[config.mk]
export PLATFORM = sky130hd
export DESIGN_NAME = dmem_responder
export DESIGN_NICKNAME = d
export VERILOG_FILES = /design/src/rtl/dmem_responder.sv
export SDC_FILE = /design/constraint.sdc
export NUM_CORES = 1
export LEC_CHECK = 0
export CAP_MARGIN = 20
export CORE_MARGIN = 3
export CORE_UTILIZATION = 40
export DETAILED_ROUTE_END_ITERATION = 10
export HOLD_SLACK_MARGIN = 0.05
export PLACE_DENSITY = 0.54
export SETUP_SLACK_MARGIN = 0.5
export SLEW_MARGIN = 10
export SYNTH_ARGS = -nofsm -noshare
export SYNTH_HDL_FRONTEND = slang
export SYNTH_SLANG_ARGS = --single-unit
[constraint.sdc]
create_clock -name clock -period 7.7 [get_ports clock]
set_clock_uncertainty 0.15 [all_clocks]
set_input_delay 1.54 -clock clock [delete_from_list [all_inputs] [get_ports clock]]
set_output_delay 1.54 -clock clock [all_outputs]
set_load 0.01 [all_outputs]
[src/rtl/dmem_responder.sv]
// Data-memory responder: answers MemRead/MemWrite with a fixed LATENCY-cycle stall on busy.
// Optional last-write bypass (zero-wait read hit) enabled by defining DMEM_BYPASS_EN.
module dmem_responder #(
  parameter int NBITS   = 8,
  parameter int NWORDS  = 32,
  parameter int LATENCY = 2
) (
  input  logic             clock,
  input  logic             reset,
  input  logic             MemRead,
  input  logic             MemWrite,
  input  logic [NBITS-1:0] addr,
  input  logic [NBITS-1:0] wdata,
  output logic [NBITS-1:0] rdata,
  output logic             busy,
  output logic             err
);

  localparam int         IW     = $clog2(NWORDS);
  localparam logic [3:0] LAT_M1 = 4'(LATENCY - 1);

  typedef enum logic [1:0] {IDLE, WAIT, DONE} state_t;

  state_t           state, state_nxt;
  logic [3:0]       cnt, cnt_nxt;
  logic             op_wr;
  logic [IW-1:0]    cap_idx;
  logic [NBITS-1:0] cap_wdata;
  logic [NBITS-1:0] rdata_q;
  logic [NBITS-1:0] mem [NWORDS];

  logic             req, hit, start, load_rd;
  logic [IW-1:0]    in_idx, rd_idx;
  logic             unused_addr_hi;

  assign req            = MemRead | MemWrite;
  assign in_idx         = addr[IW-1:0];
  assign unused_addr_hi = ^addr[NBITS-1:IW];
  // With LATENCY=1 the read is loaded on the IDLE->DONE edge, before capture.
  assign rd_idx         = (state == IDLE) ? in_idx : cap_idx;

`ifdef DMEM_BYPASS_EN
  logic             byp_vld;
  logic [IW-1:0]    byp_idx;
  logic [NBITS-1:0] byp_dat;

  assign hit   = (state == IDLE) && MemRead && !MemWrite && byp_vld && (byp_idx == in_idx);
  assign rdata = hit ? byp_dat : rdata_q;

  always_ff @(posedge clock or negedge reset) begin
    if (!reset) begin
      byp_vld <= 1'b0;
      byp_idx <= '0;
      byp_dat <= '0;
    end else if (state == DONE && op_wr) begin
      byp_vld <= 1'b1;
      byp_idx <= cap_idx;
      byp_dat <= cap_wdata;
    end
  end
`else
  assign hit   = 1'b0;
  assign rdata = rdata_q;
`endif

  always_comb begin
    state_nxt = state;
    cnt_nxt   = cnt;
    busy      = 1'b0;
    start     = 1'b0;
    load_rd   = 1'b0;
    case (state)
      IDLE: begin
        if (req && !hit) begin
          busy  = 1'b1;
          start = 1'b1;
          if (LATENCY == 1) begin
            state_nxt = DONE;
            load_rd   = !MemWrite;
          end else begin
            state_nxt = WAIT;
            cnt_nxt   = LAT_M1;
          end
        end
      end
      WAIT: begin
        busy    = 1'b1;
        cnt_nxt = cnt - 4'd1;
        if (cnt == 4'd1) begin
          state_nxt = DONE;
          load_rd   = !op_wr;
        end
      end
      DONE:    state_nxt = IDLE;
      default: state_nxt = IDLE;
    endcase
  end

  always_ff @(posedge clock or negedge reset) begin
    if (!reset) begin
      state     <= IDLE;
      cnt       <= '0;
      op_wr     <= 1'b0;
      cap_idx   <= '0;
      cap_wdata <= '0;
      rdata_q   <= '0;
      err       <= 1'b0;
    end else begin
      state <= state_nxt;
      cnt   <= cnt_nxt;
      if (start) begin
        op_wr     <= MemWrite;
        cap_idx   <= in_idx;
        cap_wdata <= wdata;
      end
      if (load_rd) rdata_q <= mem[rd_idx];
      if (MemRead && MemWrite) err <= 1'b1;
    end
  end

  // An async reset forces IDLE before the next edge, so an aborted write never lands.
  always_ff @(posedge clock) begin
    if (state == DONE && op_wr) mem[cap_idx] <= cap_wdata;
  end

endmodule

=== Word level (Yosys, flattened, before mapping) ===
Memories as Yosys holds them, arrays and structs flattened. A register that Yosys moved wholly into a read port is not among the register bits.
Cells that the tools add are included.

* Flip-flop bits (word level): 21
* Latch bits: 0
* RAM bits: 256
* ROM bits: 0
* Bits of input ports: 20
* Output and inout bits: 10
* Memories: 1

* Add/sub/neg operators: 1
* $mul: 0
* Div/mod/pow operators: 0
* Magnitude comparators: 0
* Eq/ne operators: 5
* Shifts and indexed selects: 0
* Muxes and demuxes: 13
* Bitwise gates (word level): 1
* Reductions and logical operators: 8

{| class="wikitable"
|+ Memory list
! memory !! words !! width !! rd ports !! clocked after memory_dff !! wr ports !! RTL line !! text
|-
| mem || 32 || 8 || 1 || 1 || 1 || 30 || <nowiki>logic [NBITS-1:0] mem [NWORDS];</nowiki>
|}

{| class="wikitable"
|+ Operator list
! operator !! count
|-
| 4-bit one-hot mux with 2 select lines || 1
|-
| 1-bit 2-to-1 mux || 6
|-
| 5-bit 2-to-1 mux || 1
|-
| 4-bit by 1-bit equality test with 1-bit output, second input constant || 1
|-
| 2-bit 2-to-1 mux || 2
|-
| 4-bit 2-to-1 mux || 1
|-
| 2-bit inequality test, second input constant || 2
|-
| 2-bit one-hot mux with 2 select lines || 1
|-
| 2-bit AND reduction || 2
|-
| 4-bit by 1-bit subtractor with 4-bit output, second input constant || 1
|-
| 2-bit by 1-bit equality test with 1-bit output, second input constant || 1
|-
| 2-bit equality test, second input constant || 1
|-
| 1-bit logical AND || 2
|-
| 1-bit logical NOT || 2
|-
| 2-bit logical NOT || 1
|-
| 1-bit one-hot mux with 2 select lines || 1
|-
| 2-bit nonzero test || 1
|-
| 1-bit OR || 1
|}

=== Depth between registers and ports, before layout ===
* Word-level depth: 4
* Depth in mapped cells: 12
* Mapped depth without buffers: 8

=== Least setup slack after synthesis ===
Ideal clock, no wire load.

* Path type: input-to-output
* Start point: input MemWrite
* End point: output busy
* Data arrival time: 2.507 ns
* Required time: 6.010 ns
* Path slack: 3.503 ns
* Stages: 3
* Path through: o21ai_1 clkbuf_1 nand2_1

* Cells in the longest elaborated chain, start to end: 3

{| class="wikitable"
|+ Ends and longest elaborated chain
! what !! RTL line !! text
|-
| start, declared || 11 || <nowiki>input logic MemWrite,</nowiki>
|-
| 1-bit OR || 36 || <nowiki>assign req = MemRead | MemWrite;</nowiki>
|-
| 1-bit 2-to-1 mux || 74 || <nowiki>if (req && !hit) begin</nowiki>
|-
| 1-bit one-hot mux with 2 select lines || 72 || <nowiki>case (state)</nowiki>
|-
| end, declared || 15 || <nowiki>output logic busy,</nowiki>
|}

Every way passes these cells.

=== Final worst setup path ===
Same ends and word-level chain as after synthesis.

==> results.md <==
Synthesis:
- The fraction of post-synthesis cell area in the top cell type by area is 0.6832.
- For this run, the register share of the synthesized area comes to 0.7477.
- The area of the mapped netlist is 11250 µm².
- During synthesis, Yosys emitted a total of 0 warnings.
- The number of nets produced by synthesis is 715.
- Synthesis inferred 285 register bits.
- The number of different library cells in the post-synthesis netlist is between 40 and 50.
- By area the synthesized netlist is led by edfxtp_1 (68%), dfrtp_1 (6.4%), mux2i_1 (4.7%).
- The synthesized design contains between 200 and 300 enable-type register cells.
- Among all flip-flop cells after synthesis, the most frequent one is edfxtp_1.
- Synthesis handed over a netlist of 693 instances.
- The cell type with the largest total area after synthesis is edfxtp_1.
- The post-synthesis area per instance is about 16 µm².
- Counting flops with an async set or reset pin after synthesis yields a share of 0.1018.

Pwr:
- The cell internal power dissipation is around 3.4 mW.
- The peak ir drop on the vdd network is ~0.21 mV.
- The proportion of power drawn by the clock network is 0.258.
- The power per unit of standard cell area is approximately 400 nW/µm².
- The switching power of the nets is 1.812 mW.
- The switching share of power is 0.3459.
- Summed over all cells, the static leakage comes to between 4 and 5 nW.
- The share of total power dissipated in combinational logic is 0.330.
- The share of total power dissipated in sequential elements is 0.412.

Timing:
- The setup total negative slack is 0 ns.
- Setup violations remaining at the end of the flow were counted as 0.
- The maximum achievable frequency is about 220 MHz.
- The max-slew violation count is 0.
- Setup repair after global routing left no endpoint under its margin.
- At the pin with the least slew margin, the transition time is approximately 1.1 ns.
- In the finished design, the share of the clock period the worst path needs comes to 0.5868.
- Setup slack on the critical path of the routed design comes to ~3.2 ns.
- The shortest period the worst path allows is roughly 4.5 ns.
- The count of final hold-check violations is 0.
- The headroom to the max-slew limit is 0.2871.

Worst setup path:
- Data on the critical path is required at its endpoint by between 6 and 7 ns.
- The element type at the critical path start is a primary input.
- The critical path goes through clkdlybuf4s50_1 -> o21ai_1 -> nand2_1 -> clkdlybuf4s50_1.
- In this run the register-to-register setup slack is 4.24 ns.
- The endpoint type of the worst setup path is an output pin.
- The family with the most delay on the worst path is buffers and inverters.
- The count of cells along the worst register-to-register path is 7.
- Together, buffers and inverters on the worst path number 2.
- The type of the worst setup path is primary input to output pin.
- The maximum fanout along the worst path is 3.
- By instance count, the cell type seen most on the critical path is clkdlybuf4s50_1.
- In this run the critical register-to-register path is launched from state[0].
- In this run the critical register-to-register path is captured at rdata[7].
- The longest individual stage delay on the worst path is 0.56 ns.
- The data arrival time at the worst-slack endpoint is ~2.8 ns.
- The slowest stage of the critical path belongs to the cell clkdlybuf4s50_1.

Cells and area:
- In the final design database the tool counted 754 nets.
- In the final layout, the share of cells above drive strength 1 is 0.1238.
- The area growth from synthesis to layout is 14.63%.
- The count of fill cells added during filler insertion is between 2k and 2.5k.
- The number of antenna diodes in the final layout is 0.

Clock tree:
- TritonCTS built the clock tree.
- The clock transition time at the flip-flop clock pins of the worst setup and hold paths is around 0.060 ns.
- In this run the number of H-tree levels came out at 1.
- The latest clock arrival within the worst-skew pair is roughly 0.55 ns.
- The number of clock sinks seen by CTS is ~290.
- Buffers added to address setup during post-CTS repair amount to 0.
- The number of hold buffers added after cts is 0.
- Post-CTS repair changed the size of 0 cells.
- The maximum buffer depth of the clock tree is 3.
- The cell at the root of the clock tree is clkbuf_16.
- The CTS buffer count is 29.

Die:
- The placeable core region is roughly 27000 µm².
- The I/O pin total is 30.
- The die boundary width is roughly 170 µm.
- The y dimension of the die is between 150 and 200 µm.
- The die outline area is 30180 µm².
- For this configuration, the core starts out at a cell density of 0.4118.
- The standard-cell row count is 60.

Detailed routing:
- The count of nets left with antenna violations once routing finished came out at 0.
- The via count is 6088.
- After the first detailed-routing iteration, the DRC count stood at 556.
- The vias per cell is 5.421.
- The number of search-and-repair iterations in the first detailed-routing pass is 6.
- The number of design rule violations left after detail routing is 0.
- Wires add up to 25320 µm.
- The per-cell routed wire length is between 20 and 25 µm.

Min path:
- The worst hold-check path type is flip-flop to flip-flop.
- The worst hold path terminates at err.
- The startpoint identified for the worst hold timing path is err.
- Counting instances, the worst hold path has a depth of 1.

Global route:
- The initial antenna violation count was 0.
- The global-route usage over all layers is 0.1650.
- The total overflow left after global routing is 0.
- Entering global routing, the biggest net connects between 40 and 50 pins.
- The number of global-route vias before repair is 6082.
- The first-pass GRT wire length is approximately 38000 µm.

Placement:
- The number of port buffers is 26.
- The placer's final routability congestion estimate is 0.8145.
- Summed over all nets, the half-perimeter wirelength after detailed placement is ~17000 µm.
- Prior to clock tree synthesis, the placed netlist has a worst setup slack of between 2 and 3 ns.

Status:
- The run finished with clean final reports.

Flow run:
- The tool flagged a number of max-cap violations equal to 0.
[registers in the layout, summed over array words and instances, names as in the netlist]
name	count
cap_wdata	8
err	1
state	2
cnt	4
op_wr	1
cap_idx	5
mem	256
rdata	8
[worst reg2reg max path, delay by kind of cell (launching register included)]
kind            cells  cell delay [ns]
compound gates      4             1.18
flops               1             0.50
buf+inv             1             0.58
mux                 1             0.30
simple gates        1             0.63
[metrics by stage]
| step | hold slack [ns] | power, mW | utilization | instances | cell area, µm² |
|---|---|---|---|---|---|
| final | 0.3144 | 5.237 | 0.4720 | 1123 | 12900 |
| after global routing | 0.3560 | 5.484 | 0.4720 | 1123 | 12900 |
| after CTS | 0.3178 | 5.251 | 0.4701 | 1121 | 12850 |
| after detailed placement | 0.2993 | 3.906 | 0.4363 | 1071 | 11920 |
| after global placement | 0.2928 | 3.860 | 0.4353 | 1070 | 11890 |
| after floorplan | 0.3013 | 3.270 | - | 693 | 11250 |
[worst max-delay path by stage]
stage	from	to	slack, ns	depth (start not counted)
after floorplan	MemWrite	busy	3.50	3
after global placement	addr[0]	rdata[0]	2.73	8
after detailed placement	addr[0]	rdata[0]	2.77	8
after CTS	MemWrite	busy	3.16	4
after global routing	MemWrite	busy	3.12	4
final	MemWrite	busy	3.18	4
[cells in the mapped netlist, types with 3 or more instances]
cell	count
a211oi_1	14
a21oi_1	7
a221oi_1	7
a22o_1	8
a31oi_1	9
a32oi_1	9
and3_1	7
buf_2	10
buf_6	4
clkbuf_1	15
dfrtp_1	29
edfxtp_1	256
mux2_2	14
mux2i_1	53
mux4_2	18
nand2_1	89
nand2b_1	4
nand3_1	22
nand3b_1	6
nand4_1	8
nor2_1	42
o211ai_1	7
o21ai_0	5
o21ai_1	3
o22ai_1	14
or3_1	3
[cell type report]
class	instances	area (µm²)	area share
flip-flops and latches	285	8413	0.6522
multi-input cells	372	2654	0.2057
clock buffers	41	843.3	0.06538
well taps	372	465.4	0.03609
repair buffers	41	430.4	0.03337
clock inverters	9	81.33	0.006305
inverters	3	11.26	0.0008730
[power groups by stage]
| stage | registers, mW | logic, mW | clock network, mW |
|---|---|---|---|
| 2_1_floorplan | 2.16 | 1.11 | 0 |
| 3_3_place_gp | 2.23 | 1.63 | 0 |
| 3_5_place_dp | 2.23 | 1.68 | 0 |
| 4_1_cts | 2.20 | 1.68 | 1.38 |
| 5_1_grt | 2.17 | 1.87 | 1.44 |
| 6_report | 2.16 | 1.73 | 1.35 |
[cells by family after synthesis]
family	after synthesis	synth area share
fa+ha+maj	2	0.002224
flops	285	0.7477
buf+inv	36	0.01646
simple gates	194	0.07851
mux	85	0.09719
compound gates	91	0.05793
[metal layers]
metal / track usage / vias up / share of wire
met5: 0 / - / 0
met4: 0.03586 / 0 / 0.014
met3: 0.02475 / 25 / 0.070
met2: 0.2646 / 199 / 0.48
met1: 0.2410 / 3073 / 0.44
li1: - / 2791 / -
[cells in the final DEF (no fill, tap or decap), types with 3 or more instances in the layout]
| cell type | instances |
|---|---|
| clkinv_2 | 4 |
| or3_1 | 3 |
| mux2i_1 | 53 |
| o21ai_0 | 5 |
| buf_4 | 12 |
| o21ai_1 | 3 |
| mux4_2 | 18 |
| clkbuf_16 | 32 |
| a22o_1 | 8 |
| nor2_1 | 42 |
| clkbuf_8 | 3 |
| o22ai_1 | 14 |
| nand2b_1 | 4 |
| nand2_1 | 89 |
| nand3b_1 | 6 |
| o211ai_1 | 7 |
| a31oi_1 | 9 |
| nand4_1 | 8 |
| mux2_2 | 14 |
| edfxtp_1 | 256 |
| and3_1 | 7 |
| dfrtp_1 | 29 |
| a21oi_1 | 7 |
| a211oi_1 | 14 |
| a32oi_1 | 9 |
| a221oi_1 | 7 |
| clkbuf_1 | 7 |
| clkinv_1 | 4 |
| clkdlybuf4s50_1 | 26 |
| nand3_1 | 22 |
Power figures use the tool's default switching activity.
